`src/rtl/processor_pkg.sv`:
```
// Shared definitions for the asm18 processor core: pipeline sequencer
// state encoding and the legal range for the pipeline depth.
package processor_pkg;

  typedef enum logic {
    PC_RUN  = 1'b0,
    PC_WAIT = 1'b1
  } pc_state_e;

  localparam int PC_STAGES_MIN = 2;
  localparam int PC_STAGES_MAX = 8;

endpackage

```
`src/rtl/pipeline_shift_chain.sv`:
```
// Per-stage valid/ip registers; shift one stage per enabled cycle, with a
// synchronous flush that kills every in-flight instruction.
module pipeline_shift_chain
  import processor_pkg::*;
#(
  parameter int ADDR_SIZE = 18,
  parameter int STAGES    = 3
) (
  input  logic                        clock,
  input  logic                        reset,
  input  logic                        enable,
  input  logic                        flush,
  input  logic [ADDR_SIZE-1:0]        in_ip,
  output logic [STAGES-1:0]           stage_valid,
  output logic [STAGES*ADDR_SIZE-1:0] stage_ip
);

  logic [STAGES-1:0]           valid_q, valid_d;
  logic [STAGES*ADDR_SIZE-1:0] ip_q, ip_d;

  // ip contents after a flush are don't-care, so they shift regardless
  always_comb begin
    valid_d = valid_q;
    ip_d    = ip_q;
    if (enable) begin
      ip_d    = {ip_q[(STAGES-1)*ADDR_SIZE-1:0], in_ip};
      valid_d = flush ? '0 : {valid_q[STAGES-2:0], 1'b1};
    end
  end

  always_ff @(posedge clock or posedge reset) begin
    if (reset) begin
      valid_q <= '0;
      ip_q    <= '0;
    end else begin
      valid_q <= valid_d;
      ip_q    <= ip_d;
    end
  end

  assign stage_valid = valid_q;
  assign stage_ip    = ip_q;

endmodule

```
`src/rtl/pipeline_control.sv`:
```
// Pipeline sequencer for the staged asm18 core: fetch pointer, stage chain,
// branch flush, wait handshake, debug freeze, stall and retire counter.
module pipeline_control
  import processor_pkg::*;
#(
  parameter int                   ADDR_SIZE = 18,
  parameter int                   WORD_SIZE = 18,
  parameter int                   STAGES    = 3,
  parameter logic [ADDR_SIZE-1:0] RESET_IP  = '0
) (
  input  logic                        clock,
  input  logic                        reset,
  output logic [ADDR_SIZE-1:0]        code_addr,
  input  logic                        stall_in,
  input  logic                        branch_taken,
  input  logic [ADDR_SIZE-1:0]        branch_target,
  input  logic                        wait_hit,
  input  logic                        wait_continue_execution,
  input  logic                        debug_get_param,
  output logic                        advance,
  output logic [STAGES-1:0]           stage_valid,
  output logic [STAGES*ADDR_SIZE-1:0] stage_ip,
  output logic                        wait_for_continue,
  output logic                        debug_halted,
  output logic [WORD_SIZE-1:0]        retire_count
);

  if (STAGES < PC_STAGES_MIN || STAGES > PC_STAGES_MAX) begin : g_bad_stages
    $fatal(1, "pipeline_control: STAGES must be within 2..8");
  end

  pc_state_e              state_q, state_d;
  logic [ADDR_SIZE-1:0]   fetch_ip_q, fetch_ip_d;
  logic [WORD_SIZE-1:0]   retire_count_q, retire_count_d;
  logic                   debug_halted_q, debug_halted_d;
  logic                   wait_req;
  logic                   flush;
  logic                   advance_c;

  // A pending branch is kept live by the frozen last stage, so the flush
  // lands on whichever cycle advance finally rises.
  always_comb begin
    wait_req       = stage_valid[STAGES-1] & wait_hit;
    flush          = branch_taken & stage_valid[STAGES-1];
    advance_c      = 1'b0;
    state_d        = state_q;
    fetch_ip_d     = fetch_ip_q;
    retire_count_d = retire_count_q;
    debug_halted_d = debug_get_param;

    if (!stall_in && !debug_get_param) begin
      if (state_q == PC_RUN) begin
        advance_c = !(wait_req && !wait_continue_execution);
        if (wait_req && !wait_continue_execution) begin
          state_d = PC_WAIT;
        end
      end else begin
        advance_c = wait_continue_execution;
        if (wait_continue_execution) begin
          state_d = PC_RUN;
        end
      end
    end

    if (advance_c) begin
      fetch_ip_d = flush ? branch_target : fetch_ip_q + ADDR_SIZE'(1);
      if (stage_valid[STAGES-1]) begin
        retire_count_d = retire_count_q + WORD_SIZE'(1);
      end
    end
  end

  always_ff @(posedge clock or posedge reset) begin
    if (reset) begin
      state_q        <= PC_RUN;
      fetch_ip_q     <= RESET_IP;
      retire_count_q <= '0;
      debug_halted_q <= 1'b0;
    end else begin
      state_q        <= state_d;
      fetch_ip_q     <= fetch_ip_d;
      retire_count_q <= retire_count_d;
      debug_halted_q <= debug_halted_d;
    end
  end

  pipeline_shift_chain #(
    .ADDR_SIZE (ADDR_SIZE),
    .STAGES    (STAGES)
  ) u_chain (
    .clock       (clock),
    .reset       (reset),
    .enable      (advance_c),
    .flush       (flush),
    .in_ip       (fetch_ip_q),
    .stage_valid (stage_valid),
    .stage_ip    (stage_ip)
  );

  assign code_addr         = fetch_ip_q;
  assign advance           = advance_c;
  assign wait_for_continue = (state_q == PC_WAIT);
  assign debug_halted      = debug_halted_q;
  assign retire_count      = retire_count_q;

endmodule

```
`config.mk`:
```
export PLATFORM = sky130hd
export DESIGN_NAME = pipeline_control
export DESIGN_NICKNAME = d
export VERILOG_FILES = /design/src/rtl/processor_pkg.sv /design/src/rtl/pipeline_shift_chain.sv /design/src/rtl/pipeline_control.sv
export SDC_FILE = /design/constraint.sdc
export NUM_CORES = 1
export LEC_CHECK = 0
export ABC_AREA = 1
export BUFFER_PORTS_ARGS = -buffer_cell sky130_fd_sc_hd__buf_2
export CAP_MARGIN = 10
export CORE_AREA = 2 2 101 103
export DETAILED_ROUTE_END_ITERATION = 7
export DIE_AREA = 0 0 103 105
export HOLD_SLACK_MARGIN = 0.03
export PLACE_DENSITY = 0.76
export SYNTH_ARGS = -nofsm -noshare
export SYNTH_HDL_FRONTEND = slang
export SYNTH_SLANG_ARGS = --single-unit
```
`constraint.sdc`:
```
create_clock -name clock -period 5.3 [get_ports clock]
set_clock_uncertainty 0.2 [all_clocks]
set_input_delay 0.265 -clock clock [delete_from_list [all_inputs] [get_ports clock]]
set_output_delay 0.265 -clock clock [all_outputs]
set_load 0.01 [all_outputs]
```
* After elaboration in Yosys (flattened, before gate mapping)
Cells that the tools add are included.
** Storage, ports and cells
- Register bits :: 95
- Bits in read-only memories :: 0
- Logic and storage cells :: 24
- Bits of input ports :: 25
- Memories :: 0
- Bits in writable memories :: 0
- Latch bits :: 0
** Operators by class
- Div/mod/pow operators :: 0
- Equal/unequal tests :: 0
- Bitwise gates (word level) :: 2
- $mul :: 0
- Multiplexer cells :: 7
- Shift-type cells :: 0
- Order comparisons :: 0
- Reduce and logical (&&, ||, !) cells :: 7
- Add/sub/neg operators :: 2
** Operators by type and width (count)
- adder 18 x 1 -> 18 bit (second input constant) :: 2
- two-way mux 18 bit :: 1
- two-way mux 1 bit :: 5
- logical NOT 1 bit :: 4
- two-way mux 3 bit :: 1
- bitwise AND 1 bit :: 2
- logical AND 1 bit :: 2
- AND reduction 2 bit :: 1

* Longest topological paths before layout
- Word-level depth :: 6
- Depth in mapped cells :: 9

* Modules after synthesis
From an unflattened synthesis, not the netlist that was laid out.
** Unflattened totals
- Cell total of the unflattened synthesis :: 610
- Area, all modules :: 4591.9 sq um
** By module, submodules not included
- pipeline_control :: area an instance 2427.3 sq um, instances 1, cells each 368
- pipeline_shift_chain :: area an instance 2164.6 sq um, instances 1, cells each 242

* Least setup slack after synthesis
No wires, ideal clock.
- Kind :: register -> register
- Start :: register retire_count_q[0] (netlist: retire_count[0])
- End :: register retire_count_q[16] (netlist: retire_count[16])
- Path slack :: 3.680 ns
- Stages on the path, launching flop included :: 9
- Data required time :: 4.984 ns
- Clock period less this slack :: 1.620 ns
- Arrival :: 1.303 ns
- Path buffers :: 0
- Path through :: dfrtp_1 > ha_1 > nand2_1 > nor2_1 > nand4_1 > o21ai_0 > nand2_1 > nand2_1 > nand2_1
** Between the ends
- Word-level cells in the longest chain between the ends :: 1
** RTL lines
- from (decl) :: line pipeline_control.sv:34 : logic [WORD_SIZE-1:0] retire_count_q, retire_count_d;
- from (signal assigned) :: line pipeline_control.sv:82 : retire_count_q <= retire_count_d;
- adder 18 x 1 -> 18 bit :: line pipeline_control.sv:68 : retire_count_d = retire_count_q + WORD_SIZE'(1);
Every way passes these cells.
A chain may end at the register's enable or synchronous reset.

* Worst setup path in the final report
- Start :: input debug_get_param
- End :: output advance
** Between the ends
- Word-level cells in the longest chain between the ends :: 3
** RTL lines
- from (decl) :: line pipeline_control.sv:19 : input logic debug_get_param,
- logical NOT 1 bit :: line pipeline_control.sv:51 : if (!stall_in && !debug_get_param) begin
- logical AND 1 bit :: line pipeline_control.sv:51
- two-way mux 1 bit :: line pipeline_control.sv:51
- to (decl) :: line pipeline_control.sv:20 : output logic advance,
Every way passes these cells.

==> results.yml <==
grt:
  antenna_found_initial: 0
  grt_overflow: 0
  grt_pass1_wl_microns: 17500
  grt_pass1_vias: 3637
  grt_start_max_net_pins: 84
  globalRouteTotalUtil: 0.204
synthesis:
  synthAdderAreaFrac: 0.00560
  synth-edff-count: 0
  synth_top_area_frac: 0.532
  ys_ff_latch: 95
  avgSynthCellArea_sq_um: 7.97
  synth-compound-area-share: 0.107
  synth_area_sq_um: 4470
  ys_async_sr_fraction: 1.00
  ys.flop_type: "dfrtp_1"
  synth_top_area_cell: "dfrtp_1"
  synth_cell_type_count: 28
  synthMuxAreaShare: 0
  ys_seq_area_frac: 0.532
  synth_xor_area_frac: 0.0235
  synth_area_leaders: "dfrtp_1 (53%), nand2_1 (16%), o21ai_0 (6.4%)"
  postSynthNetCount: 588
  yosys.area_share.simple: 0.246
  postSynthCellCount: 561
  synth_top_family_by_area: "simple AND/OR/NAND/NOR gates"
  ys_warn_count: 0
layout:
  finalNonFillerCells: 827
  layout_commonest_cell: "nand2_1"
  drive_above_1_share: 0.225
  final_nets: 716
  multi_input_area_sq_um: 1720
  final_cell_mix: "nand2_1 (194), buf_2 (120), dfrtp_1 (95)"
  area_delta_synth_final_pct: 21.9
  regArea_sq_um: 2380
  n_antenna_cell: 0
  fillers: 919
clocking:
  post_cts_buffers: 0
  insertion_delay_ns: 0.35
  cts_buffers: 9
  cts_tree: "done"
  cts_root_buffer: "clkbuf_8"
  clkSinkCount: 95
  cts_htree_levels: 3
  clk_pin_slew_ns: 0.09
  cts_buffer_depth: 2
place:
  portBuffers: 120
  placed_cells: 797
  place_congestion: 0.897
  dp_hpwl_microns: 7670
floorplanning:
  io_pins: 121
  start_util: 0.464
  rows: 36
  core_area_sq_um: 9640
  fp.dieArea_sq_um: 10800
  dieHeight_microns: 105
  die_w_microns: 103
timing:
  rsz0062_at_grt: "false"
  final.setup.tns_ns: 0
  setup-violations-final: 0
  slew_viol_final: 0
  post-route-min-period_ns: 2.88
  fmax_mhz: 347
  post-route-period-util: 0.544
  tightest_slew_ns: 1.04
  slew_headroom: 0.307
  finalHoldViolations: 0
  holdWs_ns: 0.0583
pwr:
  leakagePower_nw: 2.88
  power_density_nw_per_um2: 489
  ir_drop_mv: 0.223
run:
  cap_violations: 0
routing:
  route.detailed.drc: 0
  routed_wl_microns: 10800
  drt_iter0_markers: 235
  via_per_inst: 4.85
  route.detailed.wl_per_inst_microns: 13.0
  ant_nets: 0
  first_pass_iters: 5
  vias: 4007
min_path:
  hold_path_class: "in2reg"
setup_path:
  path_class: "in2out"
  crit_top_cell: "buf_2"
  cp_slowest_stage_delay_ns: 0.53
  path_cells: "dlygate4sd3_1 -> buf_2 -> nor2_2 -> inv_2 -> nor2_4 -> buf_4 -> buf_2"
  crit_family: "buffers and inverters"
  cp.arrival_ns: 2.42
  path_buf_inv: 5
  critPathCaptureType: "output port"
  crit_path_start_kind: "primary input"
  cp.required_ns: 4.84
  worstPathMaxFanout: 49
  slowest_stage: "dlygate4sd3_1"
status:
  outcome: "finished clean"
what timing repair did:
| action | CTS | global route |
|---|---|---|
| resized for setup | 0 | 0 |
| hold endpoints to repair | 25 | 0 |
| hold buffers | 14 | 0 |
power breakdown:
part	leakage, nW	internal, W	switching [W]	total [W]
clock	0.0862	0.000169	0.000250	0.000420
combinational	1.61	0.000388	0.000620	0.00101
sequential	1.18	0.000992	0.000244	0.00124
total	2.88	0.00155	0.00111	0.00266
layer usage:
| layer | up-vias | part of all wire | track usage |
|---|---|---|---|
| li1 | 2012 | - | - |
| met2 | 139 | 0.45 | 0.307 |
| met4 | 0 | 0.017 | 0.0752 |
| met1 | 1841 | 0.47 | 0.300 |
| met3 | 15 | 0.057 | 0.0247 |
| met5 | - | 0 | 0 |
worst register-to-register path, stage by stage (launching register included):
cell	delay, ns
dfrtp_1	0.45
nand2_1	0.10
a21oi_1	0.10
nor2_4	0.43
buf_4	0.52
o21ai_1	0.18
o21ai_0	0.18
nand2_1	0.07
inv_1	0.06
Yosys cell counts (5+ instances only):
cell / instances
nand2_1: 194
dfrtp_1: 95
inv_1: 62
o21ai_0: 57
nor2_1: 42
nand3_1: 18
o21ai_1: 17
a21oi_1: 12
xor2_1: 9
buf_2: 6
buf_4: 6
nor2_2: 6
clkbuf_1: 5
sequential cells by signal, summed over array words and instances, names as in the netlist:
| register | count |
|---|---|
| u_chain.stage_ip | 54 |
| retire_count | 18 |
| wait_for_continue | 1 |
| code_addr | 18 |
| debug_halted | 1 |
| u_chain.stage_valid | 3 |
path summary, 6_finish.rpt:
check                                                   start                                  to  slack, ns  cells past startpoint
max in group asynchronous                               reset  u_chain.stage_valid[2]$_DFFE_PP0P_       3.49                      4
min in group asynchronous                               reset              debug_halted$_DFF_PP0_       0.16                      3
setup reg to reg           u_chain.stage_valid[2]$_DFFE_PP0P_            code_addr[6]$_DFFE_PP0P_       2.98                      8
setup / recovery                              debug_get_param                             advance       2.42                      7
hold / removal                               branch_target[0]            code_addr[0]$_DFFE_PP0P_       0.06                      5
hold reg to reg              u_chain.stage_ip[40]$_DFFE_PP0P_    u_chain.stage_ip[40]$_DFFE_PP0P_       0.29                      2
metrics by stage:
stage	total power, W	area [sq um]	setup slack (ns)	util
after floorplan	0.00179	4470	2.36	-
after global placement	0.00221	5140	3.00	0.533
after detailed placement	0.00225	5140	2.92	0.533
after CTS	0.00268	5450	2.41	0.565
after global routing	0.00288	5450	2.29	0.565
final	0.00266	5450	2.42	0.565
logic make-up after synthesis:
kind of cell	after synthesis
flops	95
fa+ha+maj	2
buf+inv	86
compound gates	93
xor+xnor	12
simple gates	273
final cells by class:
| type | count | area share |
|---|---|---|
| flip-flops and latches | 95 | 0.436 |
| multi-input cells | 380 | 0.316 |
| repair buffers | 138 | 0.142 |
| inverters | 65 | 0.0453 |
| well taps | 133 | 0.0306 |
| clock buffers | 10 | 0.0234 |
| clock inverters | 6 | 0.00666 |
(Power assumes the default switching activity.)
